==> config.mk <==
export PLATFORM = sky130hd
export DESIGN_NAME = systolic_feeder
export DESIGN_NICKNAME = d
export VERILOG_FILES = /design/src/rtl/systolic_feeder_pkg.sv /design/src/rtl/systolic_feeder_skew_delay.sv /design/src/rtl/systolic_feeder.sv
export SDC_FILE = /design/constraint.sdc
export NUM_CORES = 1
export LEC_CHECK = 0
export CAP_MARGIN = 30
export CORE_MARGIN = 4
export CORE_UTILIZATION = 52
export DETAILED_ROUTE_END_ITERATION = 6
export HOLD_SLACK_MARGIN = 0.12
export PLACE_DENSITY = 0.9
export SLEW_MARGIN = 40
export SYNTH_ARGS = -nofsm -noshare
export SYNTH_HDL_FRONTEND = slang
export SYNTH_SLANG_ARGS = --single-unit
==> constraint.sdc <==
create_clock -name clk -period 2.77 [get_ports clk]
set_clock_uncertainty 0.05 [all_clocks]
set_input_delay 0.4155 -clock clk [delete_from_list [all_inputs] [get_ports clk]]
set_output_delay 0.4155 -clock clk [all_outputs]
set_load 0.01 [all_outputs]
==> src/rtl/systolic_feeder_pkg.sv <==
// rtl/systolic_feeder_pkg.sv - shared configuration and state type for the activation skew feeder
//
// Contents:
//   sys_rows       - number of systolic array rows (one activation element per row)
//   A_BITWIDTH     - activation element width
//   feeder_cnt_w   - default width of the per-tile vector count
//   feeder_state_e - feeder control state (IDLE, STREAM, DRAIN)

package systolic_feeder_pkg;

  localparam int sys_rows     = 4;
  localparam int A_BITWIDTH   = 8;
  localparam int feeder_cnt_w = 16;

  typedef enum logic [1:0] {
    IDLE   = 2'd0,
    STREAM = 2'd1,
    DRAIN  = 2'd2
  } feeder_state_e;

endpackage

==> src/rtl/systolic_feeder_skew_delay.sv <==
// rtl/systolic_feeder_skew_delay.sv - DEPTH-stage valid/data shift line for one array row
//
// Ports:
//   clk       - clock
//   rst       - synchronous active-high reset, clears every stage
//   in_valid  - element valid entering the line
//   in_data   - element entering the line
//   out_valid - element valid leaving the line DEPTH cycles later
//   out_data  - element leaving the line, zero whenever out_valid is low

module skew_delay #(
  parameter int DEPTH = 1,
  parameter int A_W   = 8
) (
  input  logic           clk,
  input  logic           rst,
  input  logic           in_valid,
  input  logic [A_W-1:0] in_data,
  output logic           out_valid,
  output logic [A_W-1:0] out_data
);

  logic [DEPTH-1:0]          valid_sr;
  logic [DEPTH-1:0][A_W-1:0] data_sr;

  always_ff @(posedge clk) begin
    if (rst) begin
      valid_sr <= '0;
      data_sr  <= '0;
    end else begin
      valid_sr[0] <= in_valid;
      // Zero the data at the entry stage so bubbles stay zero all the way down the line.
      data_sr[0]  <= in_valid ? in_data : '0;
      for (int i = 1; i < DEPTH; i++) begin
        valid_sr[i] <= valid_sr[i-1];
        data_sr[i]  <= data_sr[i-1];
      end
    end
  end

  assign out_valid = valid_sr[DEPTH-1];
  assign out_data  = data_sr[DEPTH-1];

endmodule

==> src/rtl/systolic_feeder.sv <==
// rtl/systolic_feeder.sv - activation skew feeder driving per-row enables, data and weight switch
//
// Ports:
//   clk        - clock
//   rst        - synchronous active-high reset
//   cmd_valid  - tile command valid
//   cmd_ready  - command accepted (high only in IDLE)
//   cmd_len    - number of vectors in the tile
//   cmd_switch - request a weight-switch pulse with the first vector
//   in_valid   - activation vector valid
//   in_ready   - vector accepted (high only in STREAM)
//   in_data    - activation vector, element r for row r
//   if_en      - per-row element valid to the array, row r skewed by r cycles
//   if_data    - per-row element to the array, zero when if_en is low
//   switch     - weight-switch pulse, aligned with if_en[0] of the first vector
//   busy       - tile in progress (STREAM or DRAIN)
//   done       - one-cycle pulse with the last vector's if_en[ROWS-1]

module systolic_feeder
  import systolic_feeder_pkg::*;
#(
  parameter int ROWS  = sys_rows,
  parameter int A_W   = A_BITWIDTH,
  parameter int CNT_W = feeder_cnt_w
) (
  input  logic                      clk,
  input  logic                      rst,
  input  logic                      cmd_valid,
  output logic                      cmd_ready,
  input  logic [CNT_W-1:0]          cmd_len,
  input  logic                      cmd_switch,
  input  logic                      in_valid,
  output logic                      in_ready,
  input  logic [ROWS-1:0][A_W-1:0]  in_data,
  output logic [ROWS-1:0]           if_en,
  output logic [ROWS-1:0][A_W-1:0]  if_data,
  output logic                      switch,
  output logic                      busy,
  output logic                      done
);

  localparam int DC_W = (ROWS > 1) ? $clog2(ROWS) : 1;
  localparam logic [CNT_W-1:0] CNT_ONE   = CNT_W'(1);
  localparam logic [DC_W-1:0]  DRAIN_TOP = DC_W'(ROWS - 1);
  localparam logic [DC_W-1:0]  DC_ONE    = DC_W'(1);

  feeder_state_e    state;
  logic [CNT_W-1:0] len_q;
  logic [CNT_W-1:0] vec_cnt;
  logic             switch_req;
  logic [DC_W-1:0]  drain_cnt;
  logic             beat;
  logic             last_beat;

  assign cmd_ready = (state == IDLE);
  assign in_ready  = (state == STREAM);
  assign busy      = (state != IDLE);

  assign beat      = in_valid && in_ready;
  // vec_cnt is always below len_q while streaming, so the increment cannot wrap here.
  assign last_beat = beat && ((vec_cnt + CNT_ONE) == len_q);

  // The last vector leaves row ROWS-1 exactly ROWS cycles after its beat; DRAIN starts one
  // cycle after the beat at ROWS-1 and counts down, so the zero count lands on that cycle.
  // A zero-length tile enters DRAIN with a zero count and pulses done immediately.
  assign done      = (state == DRAIN) && (drain_cnt == '0);

  always_ff @(posedge clk) begin
    if (rst) begin
      state      <= IDLE;
      len_q      <= '0;
      vec_cnt    <= '0;
      switch_req <= 1'b0;
      drain_cnt  <= '0;
      switch     <= 1'b0;
    end else begin
      // Registered alongside row 0's first stage so it lines up with if_en[0].
      switch <= beat && (vec_cnt == '0) && switch_req;

      case (state)
        IDLE: begin
          if (cmd_valid) begin
            len_q      <= cmd_len;
            switch_req <= cmd_switch;
            vec_cnt    <= '0;
            drain_cnt  <= '0;
            state      <= (cmd_len == '0) ? DRAIN : STREAM;
          end
        end
        STREAM: begin
          if (beat) begin
            vec_cnt <= vec_cnt + CNT_ONE;
            if (last_beat) begin
              state     <= DRAIN;
              drain_cnt <= DRAIN_TOP;
            end
          end
        end
        DRAIN: begin
          if (drain_cnt == '0) begin
            state <= IDLE;
          end else begin
            drain_cnt <= drain_cnt - DC_ONE;
          end
        end
        default: state <= IDLE;
      endcase
    end
  end

  // Row r sees r+1 register stages, producing the diagonal wavefront the array expects.
  for (genvar r = 0; r < ROWS; r++) begin : g_row
    skew_delay #(
      .DEPTH (r + 1),
      .A_W   (A_W)
    ) u_skew (
      .clk       (clk),
      .rst       (rst),
      .in_valid  (beat),
      .in_data   (in_data[r]),
      .out_valid (if_en[r]),
      .out_data  (if_data[r])
    );
  end

endmodule

## Word level (Yosys, flattened, before mapping)

Index checks and enable logic that the tools add are counted.

| cells by class | value |
|---|---|
| reductions and logical operators | 17 |
| div/mod/pow operators | 0 |
| equality and inequality tests | 8 |
| $mul | 0 |
| magnitude comparators | 0 |
| $add $sub $neg | 2 |
| shift operators | 0 |
| bitwise gates (word level) | 1 |
| multiplexer cells | 14 |

Operator list:

| operator | count |
|---|---|
| zero test 16 bit | 2 |
| two-way mux 16 bit | 2 |
| one-hot mux 16 bit (2 select lines) | 1 |
| two-way mux 2 bit | 9 |
| adder 16 x 1 -> 16 bit, second input constant | 1 |
| equality test 16 bit | 1 |
| one-hot mux 2 bit (3 select lines) | 2 |
| inequality test 2 x 1 -> 1 bit, second input constant | 3 |
| logical AND 1 bit | 5 |
| AND reduction 5 bit | 1 |
| zero test 2 bit | 2 |
| inequality test 2 bit, second input constant | 2 |
| AND reduction 4 bit | 1 |
| nonzero test 2 bit | 2 |
| AND reduction 3 bit | 1 |
| nonzero test 3 bit | 1 |
| equality test 2 x 1 -> 1 bit, second input constant | 1 |
| equality test 2 bit, second input constant | 1 |
| AND reduction 2 bit | 1 |
| OR reduction 2 bit | 1 |
| subtractor 2 x 1 -> 2 bit, second input constant | 1 |
| NOT 1 bit | 1 |

| word-level totals | value |
|---|---|
| flip-flop bits (word level) | 128 |
| bits in read-only memories | 0 |
| latch bits | 0 |
| memories kept | 0 |
| bits in writable memories | 0 |
| output and inout bits | 41 |
| logic and storage cells | 62 |
| bits of input ports | 53 |

## Longest topological paths before layout

| depth | value |
|---|---|
| depth after elaboration | 6 |
| depth in mapped cells | 10 |
| depth with buffers taken out | 8 |

## By module

A second synthesis with hierarchy kept.

| second synthesis, totals | value |
|---|---|
| cells, all modules | 527 |
| area total of the unflattened synthesis | 5087.4 µm² |

Modules (own cells, without submodules):

| module | instances | area an instance (µm²) | seq. area each (µm²) | cells each |
|---|---|---|---|---|
| systolic_feeder | 1 | 2394.8 | 760.7 | 317 |
| skew_delay at g_row[3].u_skew | 1 | 1047.3 | 720.7 | 83 |
| skew_delay at g_row[2].u_skew | 1 | 805.8 | 540.5 | 64 |
| skew_delay at g_row[1].u_skew | 1 | 583.1 | 360.3 | 45 |
| skew_delay at g_row[0].u_skew | 1 | 256.5 | 180.2 | 18 |

## Worst setup path before layout

Ideal clock, no wire load.

| timing | value |
|---|---|
| path kind | register to register |
| from | register vec_cnt[1] |
| to | register drain_cnt[0] |
| library setup time | 130 ps |
| setup slack | 381 ps |
| data required time | 2590 ps |
| stages on the path, launching flop included | 9 |
| period minus slack after synthesis | 2389 ps |
| path buffers | 1 |
| arrival | 2209 ps |
| path through | dfxtp_1 > ha_1 > and3_1 > buf_4 > nand4_4 > or3_4 > a311oi_1 > o2111a_2 > o211ai_2 |

| between the ends | value |
|---|---|
| word-level cells in the longest chain between the ends | 5 |

Ends and longest elaborated chain:

| item | line | source |
|---|---|---|
| start, declared | systolic_feeder.sv:49 | `logic [CNT_W-1:0] vec_cnt;` |
| start signal, assigned | systolic_feeder.sv:92 | `vec_cnt <= vec_cnt + CNT_ONE;` |
| adder 16 x 1 -> 16 bit | systolic_feeder.sv:61 | `assign last_beat = beat && ((vec_cnt + CNT_ONE) == len_q);` |
| equality test 16 bit | systolic_feeder.sv:61 |  |
| logical AND 1 bit | systolic_feeder.sv:61 |  |
| inequality test 2 x 1 -> 1 bit (no source line) | - |  |
| AND reduction 5 bit (no source line) | - |  |
| end signal, assigned | systolic_feeder.sv:103 | `drain_cnt <= drain_cnt - DC_ONE;` |
| end, declared | systolic_feeder.sv:51 | `logic [DC_W-1:0] drain_cnt;` |

Every way passes these cells.
A chain may end at the register's enable or synchronous reset.

## Final worst setup path

Ends and elaborated chain as after synthesis.

==> results_tabular.tex <==
\begin{tabular}{lr}
\hline
Metric & Value \\
\hline
\multicolumn{2}{l}{\textbf{Routing}} \\
Router iterations before antenna repair & 5 \\
Final routed wirelength across all metal layers & 12.7 mm \\
Detailed-route DRC error count & 0 \\
Antenna violation net count after detailed routing & 0 \\
Total number of vias & 4068 \\
Routed len/inst & 17.4 um \\
Vias per Instance & 5.56 \\
First DRT Iteration DRCs & 518 \\
\multicolumn{2}{l}{\textbf{Clocking}} \\
CTS tree & built \\
Max clock buf depth & 2 \\
Clock tree root driver cell & sky130\_fd\_sc\_hd\_\_clkbuf\_8 \\
Clock transition at path regs & 0.07 ns \\
Number of H-tree levels & 4 \\
Number of gates resized after cts & 0 \\
Post-CTS setup buffers & 0 \\
CTS sink cnt & 122 \\
CTS Hold Bufs & 0 \\
Inserted Clock Buffers & 17 \\
Clock insertion delay at the later pin of the skew report & 0.52 ns \\
\multicolumn{2}{l}{\textbf{Yosys}} \\
Count of mapped cells out of synthesis & 529 \\
Combinational family with the most area after synthesis & simple AND/OR/NAND/NOR gates \\
Simple-gate share of the synthesized area & 26.4\% \\
Seq cells post-synth & 122 \\
Area fraction in compound gates after synthesis & 11.0\% \\
Mux share of post-synthesis cell area & 0.201\% \\
Synth Area in XOR/XNOR & 3.70\% \\
Post-synthesis adder-cell area fraction & 1.51\% \\
Post-synthesis net count & 588 \\
Proportion of synthesized chip area in sequential cells & 49.1\% \\
Number of synthesis warnings & 0 \\
Number of unique standard cell types used by synthesis & 57 \\
Top FF cell, synth & sky130\_fd\_sc\_hd\_\_dfxtp\_1 \\
Post-Syn Area & 0.00497 mm\^{}2 \\
Number of enable flip-flop cells after synthesis & 0 \\
Post-synthesis async set-or-reset flop share & 0\% \\
Synth Area per Inst & 9.40 um\^{}2 \\
\multicolumn{2}{l}{\textbf{GRT}} \\
Wire length of the first global-routing pass & 20.7 mm \\
Met2 usage & 42.5\% \\
Met3 track demand over resource in global routing & 6.43\% \\
Routing usage on met1 & 25.8\% \\
Pin count of the biggest net entering global routing & 52 \\
Number of antenna violations at the first check in global routing & 0 \\
Global route overflow & 0 \\
Number of global-route vias before repair & 4031 \\
Layer with the highest usage & met2 \\
Overall track demand over capacity in global routing & 23.5\% \\
\multicolumn{2}{l}{\textbf{Setup path}} \\
Worst setup path category & reg2reg \\
Source of the worst register-to-register timing path & vec\_cnt[1]\$\_SDFFE\_PP0P\_ \\
Sort of element at the end of the critical path & flop \\
Flop-to-flop setup slack & 0.15 ns \\
Data required time at the worst endpoint & 3.12 ns \\
Startpoint class of the critical path & flop \\
Peak fanout along the critical path & 6 \\
Maximum single-stage delay on the critical path & 0.49 ns \\
Critical register-to-register path endpoint & drain\_cnt[0]\$\_SDFFE\_PP0P\_ \\
Critical path cell sequence & ha\_1 -> and3\_1 -> nand4\_4 -> or3\_4 -> a311oi\_1 -> o2111a\_2 -> o211ai\_2 \\
Critical Path Start & vec\_cnt[1]\$\_SDFFE\_PP0P\_ \\
Worst path bufs/invs & 0 \\
Length in cells of the worst reg-to-reg path & 7 \\
CP Data Arrival Time & 2.97 ns \\
Largest delay share family, worst path & compound AO/OA/AOI/OAI gates \\
Crit-path slowest cell & sky130\_fd\_sc\_hd\_\_dfxtp\_1 \\
\multicolumn{2}{l}{\textbf{Die}} \\
Initial Utilization & 53.6\% \\
Total die area & 0.0112 mm\^{}2 \\
Io pins & 94 \\
Die extent in y & 106 um \\
Area of the core & 0.00928 mm\^{}2 \\
Count of standard-cell rows & 35 \\
Overall die width & 106 um \\
\multicolumn{2}{l}{\textbf{STA}} \\
Max\_slew headroom & 49.4\% \\
Tcrit/Tclk final & 94.4\% \\
Final setup TNS & 0 ns \\
Final setup vio count & 0 \\
Worst hold margin & 0.380 ns \\
Final Hold Vio Count & 0 \\
Slew @ Worst Pin & 0.759 ns \\
Post-layout minimum cycle time & 2.62 ns \\
Setup repair after global routing missed its margin & false \\
Highest achievable clock rate & 0.382 GHz \\
Count of pins over their slew limit & 0 \\
\multicolumn{2}{l}{\textbf{Job}} \\
Max cap viols & 0 \\
\multicolumn{2}{l}{\textbf{Placed design}} \\
HPWL after detailed placement & 7.95 mm \\
Final RePlAce weighted congestion & 0.954 \\
IO Port Bufs & 93 \\
Cell Area, Placed & 0.00578 mm\^{}2 \\
\multicolumn{2}{l}{\textbf{Power and ir drop}} \\
Pwr Density & 798 mW/mm\^{}2 \\
Worst IR Drop VDD & 0.551 mV \\
Static Leak & 2.44 nW \\
\multicolumn{2}{l}{\textbf{Status}} \\
Run status & finished, final reports clean \\
\multicolumn{2}{l}{\textbf{Finish}} \\
Proportion of layout cells with a drive suffix above 1 & 9.29\% \\
Most frequent standard cell in the layout excluding fill and tap cells & sky130\_fd\_sc\_hd\_\_dfxtp\_1 \\
Leading cell types in the layout, fill and taps excluded & sky130\_fd\_sc\_hd\_\_dfxtp\_1, sky130\_fd\_sc\_hd\_\_clkdlybuf4s50\_1, sky130\_fd\_sc\_hd\_\_nor2b\_1 \\
Number of fill cells in the layout & 628 \\
Post-route standard cell area excluding fillers & 0.00636 mm\^{}2 \\
Area growth from synthesis to final layout & 28.0\% \\
\# diodes & 0 \\
Final design utilization & 68.6\% \\
Final Net Count & 649 \\
\multicolumn{2}{l}{\textbf{Min path}} \\
Worst hold path class & reg2reg \\
Worst hold start & g\_row[1].u\_skew.data\_sr[3]\$\_SDFF\_PP0\_ \\
Min-Delay Endpoint & g\_row[1].u\_skew.out\_data[3]\$\_SDFF\_PP0\_ \\
Worst hold path depth & 1 \\
\hline
\end{tabular}
## how the worst max path moves through the flow
stage,end,slack (ns),cells past startpoint
detailed placement,drain_cnt[0]$_SDFFE_PP0P_,0.22,7
CTS,drain_cnt[0]$_SDFFE_PP0P_,0.19,7
finish,drain_cnt[0]$_SDFFE_PP0P_,0.15,7
global route,drain_cnt[1]$_SDFFE_PP0P_,0.01,8
floorplan,drain_cnt[0]$_SDFFE_PP0P_,0.38,8
global placement,drain_cnt[0]$_SDFFE_PP0P_,0.44,7
## metal layers
metal	share of wire, %	vias up
li1	-	1884
met3	7.4	59
met2	52	235
met5	0	-
met1	36	1890
met4	3.9	0
## stage by stage
stage | power [mW] | instances | setup WS [ns]
floorplan | 2.54 | 529 | 0.381
global placement | 2.83 | 700 | 0.440
detailed placement | 2.87 | 700 | 0.220
CTS | 5.06 | 732 | 0.191
global route | 5.27 | 732 | 0.0149
finish | 5.08 | 732 | 0.154
## synth_stat cells, drive strengths merged (3+ instances only)
library cell	instances	area (um^2)
dfxtp	122	2440
nor2b	56	350
nand2	47	176
a21oi	41	205
buf	38	273
and2	36	225
clkbuf	23	86.3
nor2	18	67.6
o21ai	16	80.1
xnor2	13	114
inv	11	41.3
nor4	11	114
nand3	8	45.0
xor2	8	70.1
nand4	7	73.8
ha	6	75.1
nand3b	6	45.0
or3	6	42.5
nor3	5	25.0
or4	5	37.5
and3	4	26.3
o211ai	4	40.0
o21a	4	30.0
a211oi	3	22.5
a31oi	3	18.8
nand2b	3	18.8
o2111ai	3	26.3
o311ai	3	26.3
## power by group
group	internal, mW	total, mW	switching (mW)
Clock	1.24	2.18	0.937
Combinational	0.409	0.966	0.557
Sequential	1.87	1.94	0.0671
Total	3.52	5.08	1.56
## registers in the layout, summed over array words and instances, names as in the netlist
register               count
g_row.u_skew.data_sr      48
g_row.u_skew.out_data     32
len_q                     16
vec_cnt                   16
g_row.u_skew.valid_sr      4
drain_cnt                  2
state                      2
switch                     1
switch_req                 1
## worst register-to-register path: stages, from the launching register on
cell and delay, ns:
sky130_fd_sc_hd__dfxtp_1 0.49, sky130_fd_sc_hd__ha_1 0.25, sky130_fd_sc_hd__and3_1 0.27, sky130_fd_sc_hd__nand4_4 0.13, sky130_fd_sc_hd__or3_4 0.43, sky130_fd_sc_hd__a311oi_1 0.46
sky130_fd_sc_hd__o2111a_2 0.33, sky130_fd_sc_hd__o211ai_2 0.10
## logic make-up (layout without fill, tap and decap cells)
kind of cell,after synthesis,in the layout
xor gates and xnor gates,21,21
muxes,1,1
DFF,122,122
AOI/OAI and AO/OA,87,87
and+or+nand+nor,220,220
adders and majority gates,6,6
buffers and inverters,72,146
## cell type report
cell class,count,area [um^2],area share [%]
inverters,11,41.3,0.649
clock inverters,15,175,2.75
flip-flops and latches,122,2440,38.4
repair buffers,103,1000,15.7
well taps,129,161,2.54
clock buffers,17,414,6.51
multi-input cells,335,2130,33.5
(Power assumes the default switching activity.)
